--- src/rtl/wb_flash_arbiter_pkg.sv ---
// Shared definitions for the flash-side Wishbone arbiter.
// State encodings and default watchdog limit.
package wb_flash_arbiter_pkg;

  typedef enum logic [1:0] {
    ARB_IDLE    = 2'd0,
    ARB_GRANT0  = 2'd1,
    ARB_GRANT1  = 2'd2,
    ARB_RELEASE = 2'd3
  } arb_state_e;

  localparam int DEF_TIMEOUT_CYCLES = 255;

endpackage

--- src/rtl/wb_watchdog.sv ---
// Grant watchdog: counts cycles without slave response.
// Saturating counter; expire flags the last allowed cycle.
module wb_watchdog
  import wb_flash_arbiter_pkg::*;
#(
  parameter int TIMEOUT_CYCLES = DEF_TIMEOUT_CYCLES
) (
  input  logic clk_i,
  input  logic reset_ni,
  input  logic clr_i,
  input  logic en_i,
  output logic expire_o
);

  localparam int CW = $clog2(TIMEOUT_CYCLES + 1);
  localparam logic [CW-1:0] LAST = CW'(TIMEOUT_CYCLES - 1);
  localparam logic [CW-1:0] MAX  = CW'(TIMEOUT_CYCLES);

  logic [CW-1:0] r_cnt;

  // count enabled cycles, clear wins, hold at MAX
  always_ff @(posedge clk_i or negedge reset_ni) begin
    if (!reset_ni) begin
      r_cnt <= '0;
    end else if (clr_i) begin
      r_cnt <= '0;
    end else if (en_i && (r_cnt != MAX)) begin
      r_cnt <= r_cnt + CW'(1);
    end
  end

  // a response this cycle suppresses expiry
  always_comb begin
    expire_o = en_i & ~clr_i & (r_cnt >= LAST);
  end

endmodule

--- src/rtl/wb_flash_arbiter.sv ---
// Two-master pipelined Wishbone arbiter for the flash port.
// Round-robin grant with a watchdog that frees a hung bus.
module wb_flash_arbiter
  import wb_flash_arbiter_pkg::*;
#(
  parameter int ADDRBITS       = 26,
  parameter int DATABITS       = 16,
  parameter int TIMEOUT_CYCLES = DEF_TIMEOUT_CYCLES
) (
  input  logic                clk_i,
  input  logic                reset_ni,
  input  logic                m0_cyc_i,
  input  logic                m0_stb_i,
  input  logic                m0_we_i,
  input  logic [ADDRBITS-1:0] m0_adr_i,
  input  logic [DATABITS-1:0] m0_dat_i,
  output logic                m0_ack_o,
  output logic                m0_err_o,
  output logic                m0_stall_o,
  output logic [DATABITS-1:0] m0_dat_o,
  input  logic                m1_cyc_i,
  input  logic                m1_stb_i,
  input  logic                m1_we_i,
  input  logic [ADDRBITS-1:0] m1_adr_i,
  input  logic [DATABITS-1:0] m1_dat_i,
  output logic                m1_ack_o,
  output logic                m1_err_o,
  output logic                m1_stall_o,
  output logic [DATABITS-1:0] m1_dat_o,
  output logic                s_cyc_o,
  output logic                s_stb_o,
  output logic                s_we_o,
  output logic [ADDRBITS-1:0] s_adr_o,
  output logic [DATABITS-1:0] s_dat_o,
  input  logic                s_ack_i,
  input  logic                s_err_i,
  input  logic                s_stall_i,
  input  logic [DATABITS-1:0] s_dat_i,
  output logic [1:0]          owner_o,
  output logic                timeout_o
);

  arb_state_e r_state;
  logic       r_last_m1;
  logic       r_rel_m1;
  logic       r_timeout;
  logic [1:0] r_owner;

  logic w_g0;
  logic w_g1;
  logic w_grant;
  logic w_wd_clr;
  logic w_expire;

  assign w_g0     = (r_state == ARB_GRANT0);
  assign w_g1     = (r_state == ARB_GRANT1);
  assign w_grant  = w_g0 | w_g1;
  assign w_wd_clr = ~w_grant | s_ack_i | s_err_i;

  wb_watchdog #(
    .TIMEOUT_CYCLES(TIMEOUT_CYCLES)
  ) u_wd (
    .clk_i    (clk_i),
    .reset_ni (reset_ni),
    .clr_i    (w_wd_clr),
    .en_i     (w_grant),
    .expire_o (w_expire)
  );

  // arbitration FSM with registered owner/timeout flags
  always_ff @(posedge clk_i or negedge reset_ni) begin
    if (!reset_ni) begin
      r_state   <= ARB_IDLE;
      r_last_m1 <= 1'b1;
      r_rel_m1  <= 1'b0;
      r_timeout <= 1'b0;
      r_owner   <= 2'b00;
    end else begin
      r_timeout <= 1'b0;
      case (r_state)
        ARB_IDLE: begin
          if (m0_cyc_i && (!m1_cyc_i || r_last_m1)) begin
            r_state   <= ARB_GRANT0;
            r_last_m1 <= 1'b0;
            r_owner   <= 2'b01;
          end else if (m1_cyc_i) begin
            r_state   <= ARB_GRANT1;
            r_last_m1 <= 1'b1;
            r_owner   <= 2'b10;
          end
        end
        ARB_GRANT0: begin
          if (!m0_cyc_i) begin
            r_state <= ARB_IDLE;
            r_owner <= 2'b00;
          end else if (w_expire) begin
            r_state   <= ARB_RELEASE;
            r_owner   <= 2'b00;
            r_rel_m1  <= 1'b0;
            r_timeout <= 1'b1;
          end
        end
        ARB_GRANT1: begin
          if (!m1_cyc_i) begin
            r_state <= ARB_IDLE;
            r_owner <= 2'b00;
          end else if (w_expire) begin
            r_state   <= ARB_RELEASE;
            r_owner   <= 2'b00;
            r_rel_m1  <= 1'b1;
            r_timeout <= 1'b1;
          end
        end
        ARB_RELEASE: begin
          if (r_rel_m1 ? !m1_cyc_i : !m0_cyc_i) begin
            r_state <= ARB_IDLE;
          end
        end
        default: begin
          r_state <= ARB_IDLE;
          r_owner <= 2'b00;
        end
      endcase
    end
  end

  // bus pass-through for the owner, parked values otherwise
  always_comb begin
    s_cyc_o    = 1'b0;
    s_stb_o    = 1'b0;
    s_we_o     = 1'b0;
    s_adr_o    = '0;
    s_dat_o    = '0;
    m0_ack_o   = 1'b0;
    m0_err_o   = r_timeout & ~r_rel_m1;
    m0_stall_o = 1'b1;
    m0_dat_o   = '0;
    m1_ack_o   = 1'b0;
    m1_err_o   = r_timeout & r_rel_m1;
    m1_stall_o = 1'b1;
    m1_dat_o   = '0;
    unique case (1'b1)
      w_g0: begin
        s_cyc_o    = m0_cyc_i;
        s_stb_o    = m0_stb_i;
        s_we_o     = m0_we_i;
        s_adr_o    = m0_adr_i;
        s_dat_o    = m0_dat_i;
        m0_ack_o   = s_ack_i;
        m0_err_o   = s_err_i;
        m0_stall_o = s_stall_i;
        m0_dat_o   = s_dat_i;
      end
      w_g1: begin
        s_cyc_o    = m1_cyc_i;
        s_stb_o    = m1_stb_i;
        s_we_o     = m1_we_i;
        s_adr_o    = m1_adr_i;
        s_dat_o    = m1_dat_i;
        m1_ack_o   = s_ack_i;
        m1_err_o   = s_err_i;
        m1_stall_o = s_stall_i;
        m1_dat_o   = s_dat_i;
      end
      default: ;
    endcase
  end

  assign owner_o   = r_owner;
  assign timeout_o = r_timeout;

endmodule

--- config.mk ---
export PLATFORM = sky130hd
export DESIGN_NAME = wb_flash_arbiter
export DESIGN_NICKNAME = d
export VERILOG_FILES = /design/src/rtl/wb_flash_arbiter_pkg.sv /design/src/rtl/wb_watchdog.sv /design/src/rtl/wb_flash_arbiter.sv
export SDC_FILE = /design/constraint.sdc
export NUM_CORES = 1
export LEC_CHECK = 0
export ABC_AREA = 1
export CORE_UTILIZATION = 30
export CTS_BUF_LIST = sky130_fd_sc_hd__clkbuf_4
export DETAILED_ROUTE_END_ITERATION = 10
export GPL_TIMING_DRIVEN = 0
export PLACE_DENSITY = 0.95
export SLEW_MARGIN = 30
export SYNTH_ARGS = -nofsm -noshare
export SYNTH_HDL_FRONTEND = slang
export SYNTH_SLANG_ARGS = --single-unit
--- constraint.sdc ---
create_clock -name clk_i -period 1.9 [get_ports clk_i]
set_clock_uncertainty 0.05 [all_clocks]
set_input_delay 0.38 -clock clk_i [delete_from_list [all_inputs] [get_ports clk_i]]
set_output_delay 0.38 -clock clk_i [all_outputs]
set_load 0.005 [all_outputs]
Word-level counts from Yosys, hierarchy flattened

Cells that the tools add are included.

Register bits after elaboration: 15
Output and inout bits: 86
Logic and storage cells: 80

Add/sub/neg operators: 1
Order comparisons: 1
Equality and inequality tests: 10
Multiplexer cells: 38
Bitwise operators: 10
Reduce and logical (&&, ||, !) cells: 14

Operator list:

| kind                | count |
|---|---|
| $pmux 26 s2         | 1 |
| $mux 16             | 2 |
| $pmux 16 s2         | 1 |
| $mux 2              | 9 |
| $mux 1              | 16 |
| $mux 8              | 2 |
| $pmux 1 s2          | 5 |
| $add 8x1->8 const B | 1 |
| $ge 8x8->1 const B  | 1 |
| $ne 8x8->1 const B  | 1 |
| $pmux 2 s4          | 1 |
| $ne 2x2->1 const B  | 3 |
| $pmux 2 s3          | 1 |
| $reduce_and 2->1    | 3 |
| $reduce_bool 2->1   | 3 |
| $reduce_and 5->1    | 1 |
| $and 1x1->1         | 4 |
| $eq 2x2->1 const B  | 2 |
| $ne 2x1->1 const B  | 2 |
| $ne 3x3->1 const B  | 1 |
| $not 1->1           | 3 |
| $or 1x1->1          | 3 |
| $reduce_bool 3->1   | 1 |
| $eq 2x1->1 const B  | 1 |
| 4 further kinds     | 6 |

Depth between registers and ports, before layout

Gate-level depths: netlist of the first run.

Word-level depth: 11
Depth in mapped cells: 10
Gate-level depth less buffers: 10

Modules after synthesis

From an unflattened synthesis of the first run, not the netlist that was laid out.

Cells, all modules: 388
Area, all modules: 2050.7 um^2

Modules (own cells, without submodules):

| module           | times used | cells an instance | area each (um^2) |
|---|---|---|---|
| wb_flash_arbiter | 1          | 313               | 1524.0 |
| wb_watchdog      | 1          | 75                | 526.8 |

Least setup slack after synthesis of the first run

Ideal clock, no wire load.

Path kind: register to output
Start: register r_state[0]
End: output port s_adr_o[0]
Data arrival time: 1.383 ns
Required time: 1.470 ns
Setup slack: 0.087 ns
Stages on the path, launching flop included: 7
Path through: dfrtp_1 inv_1 ha_1 inv_1 buf_2 buf_1 a21oi_1

Cells in the longest elaborated chain, start to end: 2

Ends and longest elaborated chain:

| element                                  | line                                           | source |
|---|---|---|
| from (decl)                              | wb_flash_arbiter.sv:43                         | `arb_state_e r_state;` |
| from (signal assigned)                   | wb_flash_arbiter.sv:73                         | `r_state <= ARB_IDLE;` |
| from (signal assigned)                   | wb_flash_arbiter.sv:83                         | `r_state <= ARB_GRANT0;` |
| from (signal assigned)                   | wb_flash_arbiter.sv:87                         | `r_state <= ARB_GRANT1;` |
| $eq 2x2->1 or $eq 2x1->1 (tied branches) | wb_flash_arbiter.sv:56, wb_flash_arbiter.sv:55 |  |
| $pmux 26 s2 (*)                          | wb_flash_arbiter.sv:142                        | `unique case (1'b1)` |
| to (decl)                                | wb_flash_arbiter.sv:33                         | `output logic [ADDRBITS-1:0] s_adr_o,` |

Mark *: on every way between the ends. The rest lies on a longest branch, timed or not.

Final worst setup path of the first run

Start: register r_state[1]
End: output port s_adr_o[19]

Same word-level chain as after synthesis.

==> results of run 1 <==
[report_power, final]
group	internal (W)	switching (W)
Sequential	0.000388	0.0000508
Combinational	0.00342	0.00333
Clock	0.0000959	0.000108
[cell type report]
cell class	instances	area share, %
clock buffer	4	0.603
multi-input combinational	261	35.1
inverter	54	4.22
buffer	17	5.63
tap	75	1.88
timing repair buffer	239	45.0
sequential	15	7.56
antenna	1	0.0503
[stage by stage]
stage	worst slack (ns)	cell area [µm²]
2_1_floorplan	0.0872	1870
3_3_place_gp	-0.722	3930
3_5_place_dp	-0.722	3930
4_1_cts	-0.350	4330
5_1_grt	-0.572	4980
6_report	-0.491	4980
[Yosys cell counts (all sizes together)]
master    n  area [µm²]
clkbuf    1        3.75
a211oi    2        15.0
dfrtp    14         350
or2       1        6.26
buf      18        83.8
nor2     14        73.8
o21a      1        7.51
o31ai     2        15.0
nand3     9        55.1
a21oi    56         280
o21ai     8        40.0
ha        7        87.6
nor3      4        31.3
and2      1        6.26
dfstp     1        26.3
nand2   156         588
inv      54         203
[how the worst max path moves through the flow]
stage                                 startpoint           to  slack [ns]  cells past startpoint
after floorplan           r_state[0]$_DFFE_PN0P_   s_adr_o[0]        0.09                      6
after global placement    r_state[0]$_DFFE_PN0P_      s_stb_o       -0.72                      7
after detailed placement  r_state[0]$_DFFE_PN0P_      s_stb_o       -0.72                      7
after CTS                 r_state[0]$_DFFE_PN0P_  s_adr_o[24]       -0.35                      7
after global routing      r_state[1]$_DFFE_PN0P_  s_adr_o[19]       -0.57                      7
final                     r_state[1]$_DFFE_PN0P_  s_adr_o[19]       -0.49                      7
[sequential cells by signal, indices dropped and copies added, names as in the netlist]
signal      cells
r_last_m1       1
owner_o         2
r_state         2
r_rel_m1        1
u_wd.r_cnt      8
timeout_o       1
[timing repair]
action                     4_1_cts  5_1_grt
setup endpoints to repair       83       83
pin swaps                        2       22
setup buffers                   16       14
cloned                           4       10
resized for setup              314      277
[cells by family (layout without fill, tap and decap cells)]
| logic type | count (synthesis) | in the layout | share of synthesized area, % |
|---|---|---|---|
| AO/OA/AOI/OAI | 69 | 69 | 19.1 |
| flip-flops | 15 | 15 | 20.1 |
| AND/OR/NAND/NOR | 185 | 185 | 40.6 |
| buffers and inverters | 73 | 314 | 15.5 |
| other | 0 | 1 | 0 |
| adder cells (fa/ha/maj) | 7 | 7 | 4.68 |
[critical path: cells and delay by family, from the launching register on]
| kind | cells | cell delay (ns) |
|---|---|---|
| AOI/OAI and AO/OA | 1 | 0.24 |
| adders and majority gates | 1 | 0.20 |
| buffers and inverters | 4 | 0.62 |
| DFF | 1 | 0.44 |
| and+or+nand+nor | 1 | 0.16 |
[metal layers]
metal	wire, µm	GRT usage, %
met5	0	0
met4	1280	10.5
met3	1930	6.85
met2	6980	52.7
met1	4610	32.4
==> results.md, run 1 <==
* Status: complete, but fails checks
* Failing checks: setup timing
* Worst-Skew Late Latency at 0.29 ns
* Final worst path period need at 2.39 ns
* CP Capture Type: primary output
* Initial antenna violation count at 1
* Crit path max-delay cell type: dfrtp_1
* Syn_nets at 467
* Slew Limit Fails at 0
* YS warnings at 0
* Cells after DPL at 620
* Worst slew pin tran at 0.690 ns
* Slew HR at 53.9%
* Dpl hpwl at 7.53 mm
* CTS root buf: clkbuf_4
* Period utilisation layout at 126%
* R2R Path End: r_rel_m1$_DFFE_PN0P_
* Buffers on Ports at 196
* Die Ht at 81.0 µm
* Core box area at 5960 µm²
* Peak VDD IR at 0.869 mV
* Die Wd at 81.0 µm
* Hold Violations, Final at 0
* Drt total wl at 14.8 mm
* Final antenna-violating net count at 0
* Drc violations at 0
* Commonest non-fill, non-tap cell in the layout: clkdlybuf4s50_1
* # IOs at 197
* Tot Pwr at 0.00739 W
* Unrepaired setup endpoints after global routing: true
* Power Density at 1480 nW/µm²
* Yosys reg bits at 15
* Worst path cell trace: inv_2 > ha_4 > buf_12 > buf_8 > nand2_1 > a21oi_2 > buf_2
* Area growth syn-to-layout at 166%
* Final TNS setup at -19.75 ns
* H-tree levels at 1
* Layout cell share with drive strength beyond 1 at 49.2%
* Final setup fails at 83
* Crit path launch type: flop
* Critical-path maximum fanout at 10
* GP Congestion at 0.860
* CTS tree: yes
* Layout Cells excl Fill at 666
* Row cnt at 28
* Max clock buf depth at 2
* DRT iter0 DRCs at 326
* Max stage delay on crit path at 0.44 ns
* Setup slack, reg-to-reg at 0 ns
* Worst Slack Setup Final at -0.491 ns
* Most frequent cells in the layout: clkdlybuf4s50_1 (111), nand2_1 (101), buf_2 (49)
* Critical path data required time at 1.47 ns
* Mean post-synth cell area at 5.37 µm²
* Syn Std Cell Area at 1870 µm²
* # Max-Cap Violations at 0
* First-pass GRT wire length at 14.5 mm
* Via count at 3834
* Register area at 377 µm²
* CTS Hold Bufs at 0
* Vias per cell at 5.76
* Seq/Total Area, Yosys at 20.1%
* Fmax at 418 MHz
* R2r startpoint: r_state[0]$_DFFE_PN0P_
* Kind of critical path: reg -> out
* Fin util at 83.6%
* Count of cell types in the netlist at 25
* Worst min-delay path class: in -> async
* Vias in the first global route at 3061
* GR Overflow Total at 0
* Wire per inst at 22.2 µm
* Clk sinks at 15
* Initial Utilization at 31.4%
* # fillers at 283
* CTS clk-pin slew, worst paths at 0.10 ns
* Die area at 6560 µm²
* Critical path arrival at 1.96 ns
* Synthesized instance count at 349
* Tot GR Track Use at 28.9%
* DRT Pass-1 Iters at 5
* P_leak at 2.48 nW
* Reg2reg path depth at 11
* CTS Buf Count at 3
* Hold WS at 0.444 ns
* Fin nets at 709
* Largest net degree at the start of global routing at 16
* Multi-input combinational cell area at 1750 µm²
Note: power is estimated with default switching activity, not from simulation.
==> run 2, diff against run 1 <==
--- a/config.mk
+++ b/config.mk
@@ -10,6 +10,7 @@
 export CTS_BUF_LIST = sky130_fd_sc_hd__clkbuf_4
 export DETAILED_ROUTE_END_ITERATION = 10
 export GPL_TIMING_DRIVEN = 0
+export MAX_ROUTING_LAYER = met4
 export PLACE_DENSITY = 0.95
 export SLEW_MARGIN = 30
 export SYNTH_ARGS = -nofsm -noshare
==> run 2 against run 1 <==
  * Critical path type unchanged
  * Count of clock-buffer cells in the layout stayed put
  * Total power is 10% lower
  * The flow still finishes with violations (setup timing)
  * Fmax is 9.0% higher
  * Critical endpoint is now m1_err_o
  * Sequential share of layout area is 0.26 points higher
  * Cell area is 3.4% lower
==> results.md, run 2 (synthesized netlist as in run 1, its figures left out) <==
* Failing checks: setup timing
* Worst Slack Setup Final at -0.294 ns
* Kind of critical path: reg -> out
* Largest net degree at the start of global routing at 16
* Worst min-delay path class: in -> async
* Tot Pwr at 0.00662 W
* Top sig layer: met4
* # Max-Cap Violations at 0
* Critical path arrival at 1.76 ns
* GR Overflow Total at 0
* Drt total wl at 12.4 mm
* Crit path launch type: flop
* Critical path data required time at 1.47 ns
* Most frequent cells in the layout: clkdlybuf4s50_1 (111), nand2_1 (101), buf_2 (51)
* Die Wd at 81.0 µm
* Final cell area excluding filler cells at 4810 µm²
* DRT Pass-1 Iters at 5
* Worst slew pin tran at 0.711 ns
* Core box area at 5960 µm²
* Critical-path maximum fanout at 5
* Vias per cell at 5.24
* Dpl hpwl at 7.53 mm
* Peak VDD IR at 0.953 mV
* Commonest non-fill, non-tap cell in the layout: clkdlybuf4s50_1
* Worst-Skew Late Latency at 0.29 ns
* Met3 Routed Length at 1.10 mm
* Tot GR Track Use at 29.6%
* Status: complete, but fails checks
* Dpl cell area at 3930 µm²
* Fmax at 456 MHz
* Power Density at 1370 nW/µm²
* CTS Buf Count at 3
* Wire per inst at 18.7 µm
* Area growth syn-to-layout at 157%
* Slew Limit Fails at 0
* Routed wl met2 at 6.37 mm
* Fin nets at 706
* CP Capture Type: primary output
* Max clock buf depth at 2
* Layout cell share with drive strength beyond 1 at 48.0%
* CTS clk-pin slew, worst paths at 0.10 ns
* Buffers on Ports at 196
* Final antenna-violating net count at 0
* P_leak at 2.41 nW
* CTS root buf: clkbuf_4
* Max reg flops at 8
* CTS tree: yes
* Row cnt at 28
* Drc violations at 0
* Hold WS at 0.458 ns
* Slew HR at 52.5%
* CTS Hold Bufs at 0
* # fillers at 337
* Unrepaired setup endpoints after global routing: true
* GP Congestion at 0.873
* Layout Cells excl Fill at 663
* # IOs at 197
* First-pass GRT wire length at 14.4 mm
* Die Ht at 81.0 µm
* Wl on met1 at 4.41 mm
* DRT iter0 DRCs at 148
* Clk sinks at 15
* Vias in the first global route at 3064
* DP Worst Slack at -0.722 ns
* Hold Violations, Final at 0
* Initial antenna violation count at 1
* Initial Utilization at 31.4%
* Period utilisation layout at 115%
* Via count at 3472
* Final worst path period need at 2.19 ns
* Die area at 6560 µm²
* Final setup fails at 84
* Cells after DPL at 620
* Most flops, register: u_wd.r_cnt
* H-tree levels at 1
==> run 2: cell types whose count changed in the layout (fill, tap and decap cells not counted), moves of 3 or more <==
| cell | previous run | this run |
|---|---|---|
| a21oi_1 | 11 | 15 |
| clkbuf_16 | 10 | 6 |
| nand2_2 | 38 | 42 |
| nand2_4 | 17 | 13 |
| a21oi_4 | 14 | 11 |
==> run 2: final cells by class <==
class,instances,area (µm²),share of cell area (%)
Timing Repair Buffer,236,2140,44.4
Antenna cell,1,2.50,0.0520
Multi-Input combinational cell,261,1690,35.1
Inverter,54,208,4.32
Sequential cell,15,377,7.83
Tap cell,75,93.8,1.95
Clock buffer,4,30.0,0.624
Buffer,17,277,5.75
==> run 2: critical path, cell delays in order, from the launching register on <==
cell     delay [ns]
dfrtp_1        0.43
buf_6          0.14
ha_4           0.17
buf_12         0.14
buf_6          0.12
buf_6          0.11
inv_4          0.06
nand3_2        0.07
o21ai_1        0.09
buf_2          0.13
==> run 2: metrics by stage <==
step	utilization, %	setup TNS [ns]
after global routing	80.8	-19.67
after global placement	66.0	-43.33
after floorplan	-	0
after detailed placement	66.0	-45.94
after CTS	72.7	-17.92
final	80.8	-16.37
==> run 2: final timing paths <==
| path | startpoint | end | slack (ns) | cells after the start |
|---|---|---|---|---|
| worst min-delay path | reset_ni | u_wd.r_cnt[1]$_DFFE_PN0P_ | 0.46 | 1 |
| max in group asynchronous | reset_ni | owner_o[1]$_DFFE_PN0P_ | 0.89 | 1 |
| min in group clk_i | r_last_m1$_DFFE_PN1P_ | r_last_m1$_DFFE_PN1P_ | 0.48 | 2 |
| worst max-delay path | r_state[1]$_DFFE_PN0P_ | m1_err_o | -0.29 | 9 |
| worst max register to register | r_state[0]$_DFFE_PN0P_ | r_rel_m1$_DFFE_PN0P_ | -0.06 | 11 |
| worst min register to register | r_last_m1$_DFFE_PN1P_ | r_last_m1$_DFFE_PN1P_ | 0.48 | 2 |
==> run 2: power breakdown <==
group,switching [W],internal (W)
logic,0.00291,0.00307
registers,0.0000469,0.000388
clock network,0.000107,0.0000959
total,0.00306,0.00355
==> run 2: what timing repair did <==
action,CTS,global route
pin swaps,2,21
endpoints found under the setup margin,83,83
cloned,4,7
gates resized for setup,314,262
buffers inserted,16,14
==> run 2: routing by layer <==
metal,global-route usage [%],vias to the layer above
li1,-,1552
met1,32.0,1646
met4,10.9,0
met5,-,-
met3,6.85,62
met2,52.6,212
